### config.mk
export PLATFORM = sky130hd
export DESIGN_NAME = me_serpentine_scan_ctrl_flat
export DESIGN_NICKNAME = d
export VERILOG_FILES = /design/src/rtl/me_serpentine_scan_ctrl_if.sv /design/src/rtl/me_serpentine_scan_ctrl.sv /design/src/flat_wrapper.sv
export SDC_FILE = /design/constraint.sdc
export NUM_CORES = 1
export LEC_CHECK = 0
export CAP_MARGIN = 20
export CORE_MARGIN = 4
export CORE_UTILIZATION = 45
export DETAILED_ROUTE_END_ITERATION = 8
export PLACE_DENSITY_LB_ADDON = 0.1
export SKIP_CTS_REPAIR_TIMING = 1
export SLEW_MARGIN = 20
export SYNTH_ARGS = -nofsm -noshare
export SYNTH_HDL_FRONTEND = slang
export SYNTH_SLANG_ARGS = --single-unit
### constraint.sdc
create_clock -name clk -period 2.2 [get_ports clk]
set_clock_uncertainty 0.2 [all_clocks]
set_input_delay 0.44 -clock clk [delete_from_list [all_inputs] [get_ports clk]]
set_output_delay 0.44 -clock clk [all_outputs]
set_load 0.05 [all_outputs]
### src/rtl/me_serpentine_scan_ctrl_if.sv
// Handshake and RAM/SPR command bundle for the serpentine ME scan controller.
// slave: controller side; master: job requester / datapath side.
interface me_serpentine_scan_ctrl_if #(
    parameter int ADDR_W = 6,
    parameter int POS_W  = 6
);
    logic              start;
    logic [POS_W-1:0]  cfg_range;
    logic              readyi;
    logic              en_cpr;
    logic              en_spr;
    logic              en_ram;
    logic [ADDR_W-1:0] addr;
    logic [1:0]        sel;
    logic              comp_en;
    logic [POS_W-1:0]  mv_x;
    logic [POS_W-1:0]  mv_y;
    logic              last;
    logic [POS_W-1:0]  amt;
    logic              valido;
    logic              readyo;
`ifdef ME_EARLY_TERM_EN
    logic              early_stop;
    logic              early_done;

    modport slave (
        input  start, cfg_range, readyo, early_stop,
        output readyi, en_cpr, en_spr, en_ram, addr, sel,
        output comp_en, mv_x, mv_y, last, amt, valido, early_done
    );
    modport master (
        output start, cfg_range, readyo, early_stop,
        input  readyi, en_cpr, en_spr, en_ram, addr, sel,
        input  comp_en, mv_x, mv_y, last, amt, valido, early_done
    );
`else
    modport slave (
        input  start, cfg_range, readyo,
        output readyi, en_cpr, en_spr, en_ram, addr, sel,
        output comp_en, mv_x, mv_y, last, amt, valido
    );
    modport master (
        output start, cfg_range, readyo,
        input  readyi, en_cpr, en_spr, en_ram, addr, sel,
        input  comp_en, mv_x, mv_y, last, amt, valido
    );
`endif
endinterface

### src/rtl/me_serpentine_scan_ctrl.sv
// Full-search ME sequencer: loads CPR and first SPR column, then walks
// candidates (x,y) serpentine over a runtime range R = min(cfg_range, SD-MD).
// Ports: clk, rst (sync, active high), bus (slave modport of the _if):
//   start/cfg_range/readyi job accept, en_cpr/en_spr/en_ram/addr/sel RAM and
//   SPR commands, comp_en/mv_x/mv_y/last/amt candidate, valido/readyo result.
// Option: ME_EARLY_TERM_EN adds early_stop (in) and early_done (out).
module me_serpentine_scan_ctrl #(
    parameter int MACRO_DIM  = 16,
    parameter int SEARCH_DIM = 48,
    parameter int ADDR_W     = $clog2(SEARCH_DIM),
    parameter int POS_W      = $clog2(SEARCH_DIM - MACRO_DIM + 1)
) (
    input  logic clk,
    input  logic rst,
    me_serpentine_scan_ctrl_if.slave bus
);
    localparam logic [2:0] IDLE     = 3'd0;
    localparam logic [2:0] LOAD_CPR = 3'd1;
    localparam logic [2:0] LOAD_SPR = 3'd2;
    localparam logic [2:0] SCAN     = 3'd3;
    localparam logic [2:0] DONE     = 3'd4;

    localparam logic [POS_W-1:0]  MAXR     = POS_W'(SEARCH_DIM - MACRO_DIM);
    localparam logic [POS_W-1:0]  ONE_P    = POS_W'(1);
    localparam logic [ADDR_W-1:0] ONE_A    = ADDR_W'(1);
    localparam logic [ADDR_W-1:0] LAST_ROW = ADDR_W'(MACRO_DIM - 1);
    localparam logic [ADDR_W-1:0] MD_A     = ADDR_W'(MACRO_DIM);

    logic [2:0]        state_q, state_d;
    logic [ADDR_W-1:0] row_q, row_d;
    logic [POS_W-1:0]  x_q, x_d;
    logic [POS_W-1:0]  y_q, y_d;
    logic [POS_W-1:0]  amt_q, amt_d;
    logic [POS_W-1:0]  r_q, r_d;
    logic              early_q, early_d;

    logic              stop_c;
    logic              col_end;
    logic              fin;

    logic              readyi_c, en_cpr_c, en_spr_c, en_ram_c;
    logic [ADDR_W-1:0] addr_c;
    logic [1:0]        sel_c;
    logic              comp_en_c, last_c, valido_c;
    logic [POS_W-1:0]  mv_x_c, mv_y_c;

`ifdef ME_EARLY_TERM_EN
    assign stop_c         = bus.early_stop;
    assign bus.early_done = (state_q == DONE) && early_q;
`else
    assign stop_c         = 1'b0;
`endif

    // Even columns run downwards (y 0->R), odd columns upwards (y R->0).
    assign col_end = x_q[0] ? (y_q == '0) : (y_q == r_q);
    assign fin     = (col_end && (x_q == r_q)) || stop_c;

    always_comb begin
        state_d   = state_q;
        row_d     = row_q;
        x_d       = x_q;
        y_d       = y_q;
        amt_d     = amt_q;
        r_d       = r_q;
        early_d   = early_q;
        readyi_c  = 1'b0;
        en_cpr_c  = 1'b0;
        en_spr_c  = 1'b0;
        en_ram_c  = 1'b0;
        addr_c    = '0;
        sel_c     = 2'd0;
        comp_en_c = 1'b0;
        mv_x_c    = '0;
        mv_y_c    = '0;
        last_c    = 1'b0;
        valido_c  = 1'b0;
        unique case (state_q)
            IDLE: begin
                readyi_c = 1'b1;
                if (bus.start) begin
                    state_d = LOAD_CPR;
                    row_d   = '0;
                    x_d     = '0;
                    y_d     = '0;
                    amt_d   = '0;
                    early_d = 1'b0;
                    r_d     = (bus.cfg_range > MAXR) ? MAXR : bus.cfg_range;
                end
            end
            LOAD_CPR: begin
                en_cpr_c = 1'b1;
                en_ram_c = 1'b1;
                addr_c   = row_q;
                row_d    = row_q + ONE_A;
                if (row_q == LAST_ROW) begin
                    state_d = LOAD_SPR;
                    row_d   = '0;
                end
            end
            LOAD_SPR: begin
                en_spr_c = 1'b1;
                en_ram_c = 1'b1;
                sel_c    = 2'd1;
                addr_c   = row_q;
                row_d    = row_q + ONE_A;
                if (row_q == LAST_ROW) begin
                    state_d = SCAN;
                    row_d   = '0;
                end
            end
            SCAN: begin
                comp_en_c = 1'b1;
                mv_x_c    = x_q;
                mv_y_c    = y_q;
                if (fin) begin
                    last_c  = 1'b1;
                    state_d = DONE;
                    early_d = stop_c;
                end else if (col_end) begin
                    // Shift left; y stays put for the next column.
                    en_spr_c = 1'b1;
                    sel_c    = 2'd3;
                    x_d      = x_q + ONE_P;
                    amt_d    = amt_q + ONE_P;
                end else if (!x_q[0]) begin
                    en_spr_c = 1'b1;
                    en_ram_c = 1'b1;
                    sel_c    = 2'd1;
                    addr_c   = ADDR_W'(y_q) + MD_A;
                    y_d      = y_q + ONE_P;
                end else begin
                    en_spr_c = 1'b1;
                    en_ram_c = 1'b1;
                    sel_c    = 2'd2;
                    addr_c   = ADDR_W'(y_q) - ONE_A;
                    y_d      = y_q - ONE_P;
                end
            end
            DONE: begin
                valido_c = 1'b1;
                if (bus.readyo) begin
                    state_d = IDLE;
                    early_d = 1'b0;
                end
            end
            default: state_d = IDLE;
        endcase
    end

    always_ff @(posedge clk) begin
        if (rst) begin
            state_q <= IDLE;
            row_q   <= '0;
            x_q     <= '0;
            y_q     <= '0;
            amt_q   <= '0;
            r_q     <= '0;
            early_q <= 1'b0;
        end else begin
            state_q <= state_d;
            row_q   <= row_d;
            x_q     <= x_d;
            y_q     <= y_d;
            amt_q   <= amt_d;
            r_q     <= r_d;
            early_q <= early_d;
        end
    end

    assign bus.readyi  = readyi_c;
    assign bus.en_cpr  = en_cpr_c;
    assign bus.en_spr  = en_spr_c;
    assign bus.en_ram  = en_ram_c;
    assign bus.addr    = addr_c;
    assign bus.sel     = sel_c;
    assign bus.comp_en = comp_en_c;
    assign bus.mv_x    = mv_x_c;
    assign bus.mv_y    = mv_y_c;
    assign bus.last    = last_c;
    assign bus.amt     = amt_q;
    assign bus.valido  = valido_c;
endmodule

### src/flat_wrapper.sv
// flat-port wrapper written by rule: the top's interface ports become plain ports
module me_serpentine_scan_ctrl_flat 
#(
    parameter int MACRO_DIM  = 16,
    parameter int SEARCH_DIM = 48,
    parameter int ADDR_W     = $clog2(SEARCH_DIM),
    parameter int POS_W      = $clog2(SEARCH_DIM - MACRO_DIM + 1)
)
  (clk, rst, bus_start, bus_cfg_range, bus_readyo, bus_readyi, bus_en_cpr, bus_en_spr, bus_en_ram, bus_addr, bus_sel, bus_comp_en, bus_mv_x, bus_mv_y, bus_last, bus_amt, bus_valido);
  me_serpentine_scan_ctrl_if #(.ADDR_W(ADDR_W), .POS_W(POS_W)) bus_i ();
  input  logic clk;
  input  logic rst;
  input wire logic [$bits(bus_i.start)-1:0] bus_start;
  input wire logic [$bits(bus_i.cfg_range)-1:0] bus_cfg_range;
  input wire logic [$bits(bus_i.readyo)-1:0] bus_readyo;
  output wire logic [$bits(bus_i.readyi)-1:0] bus_readyi;
  output wire logic [$bits(bus_i.en_cpr)-1:0] bus_en_cpr;
  output wire logic [$bits(bus_i.en_spr)-1:0] bus_en_spr;
  output wire logic [$bits(bus_i.en_ram)-1:0] bus_en_ram;
  output wire logic [$bits(bus_i.addr)-1:0] bus_addr;
  output wire logic [$bits(bus_i.sel)-1:0] bus_sel;
  output wire logic [$bits(bus_i.comp_en)-1:0] bus_comp_en;
  output wire logic [$bits(bus_i.mv_x)-1:0] bus_mv_x;
  output wire logic [$bits(bus_i.mv_y)-1:0] bus_mv_y;
  output wire logic [$bits(bus_i.last)-1:0] bus_last;
  output wire logic [$bits(bus_i.amt)-1:0] bus_amt;
  output wire logic [$bits(bus_i.valido)-1:0] bus_valido;
  assign bus_i.start = bus_start;
  assign bus_i.cfg_range = bus_cfg_range;
  assign bus_i.readyo = bus_readyo;
  assign bus_readyi = bus_i.readyi;
  assign bus_en_cpr = bus_i.en_cpr;
  assign bus_en_spr = bus_i.en_spr;
  assign bus_en_ram = bus_i.en_ram;
  assign bus_addr = bus_i.addr;
  assign bus_sel = bus_i.sel;
  assign bus_comp_en = bus_i.comp_en;
  assign bus_mv_x = bus_i.mv_x;
  assign bus_mv_y = bus_i.mv_y;
  assign bus_last = bus_i.last;
  assign bus_amt = bus_i.amt;
  assign bus_valido = bus_i.valido;
  me_serpentine_scan_ctrl #(.MACRO_DIM(MACRO_DIM), .SEARCH_DIM(SEARCH_DIM), .ADDR_W(ADDR_W), .POS_W(POS_W)) u_core (.clk(clk), .rst(rst), .bus(bus_i));
endmodule
-- Word level (Yosys, flattened, before mapping)
Index checks and enable logic that the tools add are counted.
- input bits: 10
- logic and storage cells: 81
- register bits after elaboration: 33
- output and inout port bits: 33
- magnitude comparators: 1
- reduce and logical (&&, ||, !) cells: 11
- multiplexer cells: 42
- $add $sub $neg: 6
- equality and inequality tests: 15
- operator list (kind ; count):
    2-to-1 mux 6 bit ; 15
    one-hot mux 6 bit (2 select lines) ; 5
    adder 6 x 1 -> 6 bit (second input constant) ; 4
    2-to-1 mux 3 bit ; 5
    one-hot mux 3 bit (5 select lines) ; 1
    equality test 6 bit ; 2
    2-to-1 mux 1 bit ; 10
    inequality test 2 x 1 -> 1 bit (second input constant) ; 4
    inequality test 2 bit (second input constant) ; 4
    AND reduction 4 bit ; 2
    adder 6 x 5 -> 6 bit (second input constant) ; 1
    equality test 3 x 2 -> 1 bit (second input constant) ; 2
    equality test 6 x 4 -> 1 bit (second input constant) ; 1
    > comparator 6 bit (second input constant) ; 1
    logical NOT 6 bit ; 1
    2-to-1 mux 2 bit ; 3
    subtractor 6 x 1 -> 6 bit (second input constant) ; 1
    AND reduction 5 bit ; 1
    one-hot mux 1 bit (2 select lines) ; 2
    one-hot mux 2 bit (2 select lines) ; 1
    AND reduction 2 bit ; 2
    nonzero test 2 bit ; 2
    equality test 3 x 1 -> 1 bit (second input constant) ; 1
    equality test 3 bit (second input constant) ; 1
    other kinds (3) ; 3

-- Depth between registers and ports, before layout
- word-level depth: 5
- depth in mapped cells: 9
- depth with buffers taken out: 6

-- Worst setup path before layout
Ideal clock, no wire load.
- path type: flip-flop to output port
- start point: register u_core.y_q[0]
- end point: output bus_sel[1]
- arrival time: 2534 ps
- data required time: 1560 ps
- slack: -974 ps
- path buffers: 3
- stages on the path, launching flop included: 9
- path through: dfxtp_1 > inv_1 > ha_1 > nand4_1 > o21a_1 > buf_6 > buf_6 > buf_2 > a211oi_1
- word-level cells in the longest chain between the ends: 5
- elaborated cells between the ends (all ways): 7
- classes of those cells: 1 x eq/ne; 4 x mux; 2 x reduce/logical
- ends and longest elaborated chain (element ; line ; text):
    from (decl) ; me_serpentine_scan_ctrl.sv:32 ; logic [POS_W-1:0] y_q, y_d;
    from (signal assigned) ; me_serpentine_scan_ctrl.sv:163 ; y_q <= y_d;
    equality test 6 bit / logical NOT 6 bit (equally long branches) ; me_serpentine_scan_ctrl.sv:55 ; assign col_end = x_q[0] ? (y_q == '0) : (y_q == r_q);
    2-to-1 mux 1 bit (*) ; me_serpentine_scan_ctrl.sv:55 ;
    2-to-1 mux 2 bit / logical AND 1 bit (equally long branches) ; me_serpentine_scan_ctrl.sv:119, me_serpentine_scan_ctrl.sv:56 ;
    2-to-1 mux 2 bit (*) ; me_serpentine_scan_ctrl.sv:115 ; if (fin) begin
    one-hot mux 2 bit (2 select lines) (*) ; me_serpentine_scan_ctrl.sv:77 ; unique case (state_q)
    to (decl) ; flat_wrapper.sv:21 ; output wire logic [$bits(bus_i.sel)-1:0] bus_sel;
Mark *: on every way between the ends. The rest lies on a longest branch, timed or not.

-- Worst setup path after layout
Same ends and word-level chain as after synthesis.

==> summary.txt <==
drt initial violations: 135
status: finished with violations
post-synth cell types: 53
sequential element share of the synthesized area: 29.2%
failing checks: negative setup slack
DRT Wirelength: 7290 um
fmax: 395 MHz
net count after synthesis: 301
LEAKAGE: 1.44 nW
Initial Utilization: 47.3%
Post-DP Area: 3410 um2
layout cells sized above 1: 46.7%
final hold violations: 0
Netlist Area Pre-Place: 2270 um2
Reg-to-Reg End: u_core.bus.amt[2]$_SDFFE_PP0P_
CP startpoint: u_core.y_q[0]$_SDFFE_PP0P_
Setup violations, final: 18
Yosys top cell area share: 29.2%
period utilisation layout: 115%
cell taking the most area after synthesis: dfxtp_1
row count: 25
Post-synth EDFFs: 0
Synth area leaders: dfxtp_1 (29%), xnor2_1 (5.0%), ha_1 (5.0%)
crit path to: bus_sel[1]
Core Region: 4790 um2
R2R depth: 8
HPWL after DPL: 5040 um
setup TNS: -3.34 ns
R2R Path Start: u_core.y_q[0]$_SDFFE_PP0P_
Setup crit end kind: primary output
Post-synth ARST share: 0%
Power Dens Cells: 855 nW/um2
die height: 79.0 um
critical path arrival: 1.89 ns
Final ANT Viol Nets: 0
Final Instance Area: 3790 um2
yosys warns: 0
first-pass GRT wire length: 11500 um
synth cell count leaders: dfxtp_1 (33), nor2_1 (22), a21oi_1 (21)
Area growth, synth to finish: 67.2%
Mean Syn Cell Area: 8.04 um2
initial antenna violation count: 0
clk root buf: clkbuf_8
antenna cell count: 0
Vias: 2494
first-pass detailed-route iteration total: 4
Die W: 79.0 um
Crit Path Class: reg2out
via/cell ratio: 5.79
Buffers on Ports: 42
vias in the first global route: 2410
Tmin final: 2.53 ns
Max Cap Viol: 0
PnR worst setup slack: -0.333 ns
CP required: 1.56 ns
clk sinks: 33
Critical Path Start Type: flip-flop
CTS H-tree depth: 2
Max IR drop VDD: 895 uV
RSZ-0062 raised after global routing: yes
global route overflow: 0
final hold slack: 0.292 ns
worst reg2reg setup slack: -0.15 ns
Top FF cell, synth: dfxtp_1
Remaining DRCs: 0
largest net degree at the start of global routing: 42
Clock Pin Slew Worst Setup and Hold Paths: 0.08 ns
Placed Cells incl. Taps: 421
WL/cell: 16.9 um
Non-Filler Instances: 431
Cells after Synth: 282
Worst Tran Pin Value: 0.509 ns
Total Routing Usage GR: 22.6%
area of the die: 6230 um2
Skew-Pair Late Insertion Delay: 0.29 ns
CTS Buf Count: 5
min-delay worst type: reg2reg
Max Slew Vio Count: 0
Nets: 382
CP max FO: 7
number of fill cells: 295
Longest Clk Path Bufs: 2
Slew headroom: 66.0%
Seq cells post-synth: 33
count leader, synth: dfxtp_1
IO Pins: 43
GP Congestion: 0.936
CTS tree: yes
[area by class of cell]
type	instances	area [um2]	area share, %
sequential	33	687	18.1
inverter	9	48.8	1.29
multi-input combinational	219	1780	47.0
timing repair buffer	95	1100	29.2
tap	67	83.8	2.21
clock inverter	2	10.0	0.264
clock buffer	6	72.6	1.92
[state kept, by name (all words and copies together) (netlist names)]
register	count
u_core.r_q	6
u_core.row_q	6
u_core.state_q	3
u_core.x_q	6
u_core.y_q	6
u_core.bus.amt	6
[metrics by stage]
| stage | setup slack, ns | util (%) | total power (W) |
|---|---|---|---|
| after global routing | -0.394 | 79.2 | 0.00340 |
| after floorplan | -0.167 | - | 0.00177 |
| after detailed placement | -0.169 | 71.2 | 0.00252 |
| final | -0.333 | 79.2 | 0.00324 |
| after CTS | -0.354 | 72.9 | 0.00297 |
| after global placement | -0.146 | 71.2 | 0.00249 |
[worst max-delay path, cell delays in order, from the launching register on]
cell and delay [ns]:
dfxtp_4 0.37, xnor2_2 0.19, nand4_1 0.18, o21a_2 0.28
buf_6 0.16, a211oi_4 0.25, buf_12 0.17
[kinds of logic after synthesis]
family / count (synthesis) / synth area share (%)
adder cells (fa/ha/maj): 9 / 4.97
buffers and inverters: 30 / 6.90
flip-flops: 33 / 29.2
AND/OR/NAND/NOR: 117 / 27.9
AO/OA/AOI/OAI: 65 / 18.9
multiplexers: 9 / 4.42
XOR/XNOR: 19 / 7.68
[placed cells by master (no fill, tap or decap), drive strengths merged, types with 2 or more instances in the layout]
cell type and instances:
nand4 9, ha 9, xnor2 14, o211ai 9, buf 83, nor4 2
a22oi 2, o21a 2, nand2 19, clkinv 2, nor3b 7, a22o 2
nand2b 3, clkdlybuf4s50 11, nand3b 6, and2 10, nand3 13, o311ai 3
nor3 11, a21oi 21, a211oi 3, clkbuf 6, inv 9, nor2 23
nor4b 2, o21ai 10, xor2 5, mux2 8, and3 4, dfxtp 33
or4 4, a31oi 6
[how the worst min path moves through the flow]
stage / cells past startpoint / start / endpoint / slack [ns]
after floorplan: 2 / u_core.r_q[0]$_SDFFE_PP0P_ / u_core.r_q[0]$_SDFFE_PP0P_ / 0.27
after global placement: 2 / u_core.r_q[1]$_SDFFE_PP0P_ / u_core.r_q[1]$_SDFFE_PP0P_ / 0.30
after detailed placement: 2 / u_core.r_q[1]$_SDFFE_PP0P_ / u_core.r_q[1]$_SDFFE_PP0P_ / 0.30
after CTS: 2 / u_core.r_q[1]$_SDFFE_PP0P_ / u_core.r_q[1]$_SDFFE_PP0P_ / 0.31
after global routing: 2 / u_core.r_q[3]$_SDFFE_PP0P_ / u_core.r_q[3]$_SDFFE_PP0P_ / 0.31
final: 2 / u_core.r_q[3]$_SDFFE_PP0P_ / u_core.r_q[3]$_SDFFE_PP0P_ / 0.29
[report_power, final]
part	internal [W]	switching [W]
clock	0.000219	0.000237
combinational	0.000923	0.00116
sequential	0.000642	0.0000571
total	0.00178	0.00146
[layer usage]
metal	vias to the layer above	share of wire [%]	wire length, um	GRT usage, %
li1	1192	-	-	-
met1	1192	43	3170	31.0
met2	97	49	3540	36.6
met3	13	6.0	434	3.40
met4	0	2.0	144	6.70
met5	-	0	0	0
Note: power is estimated with default switching activity, not from simulation.
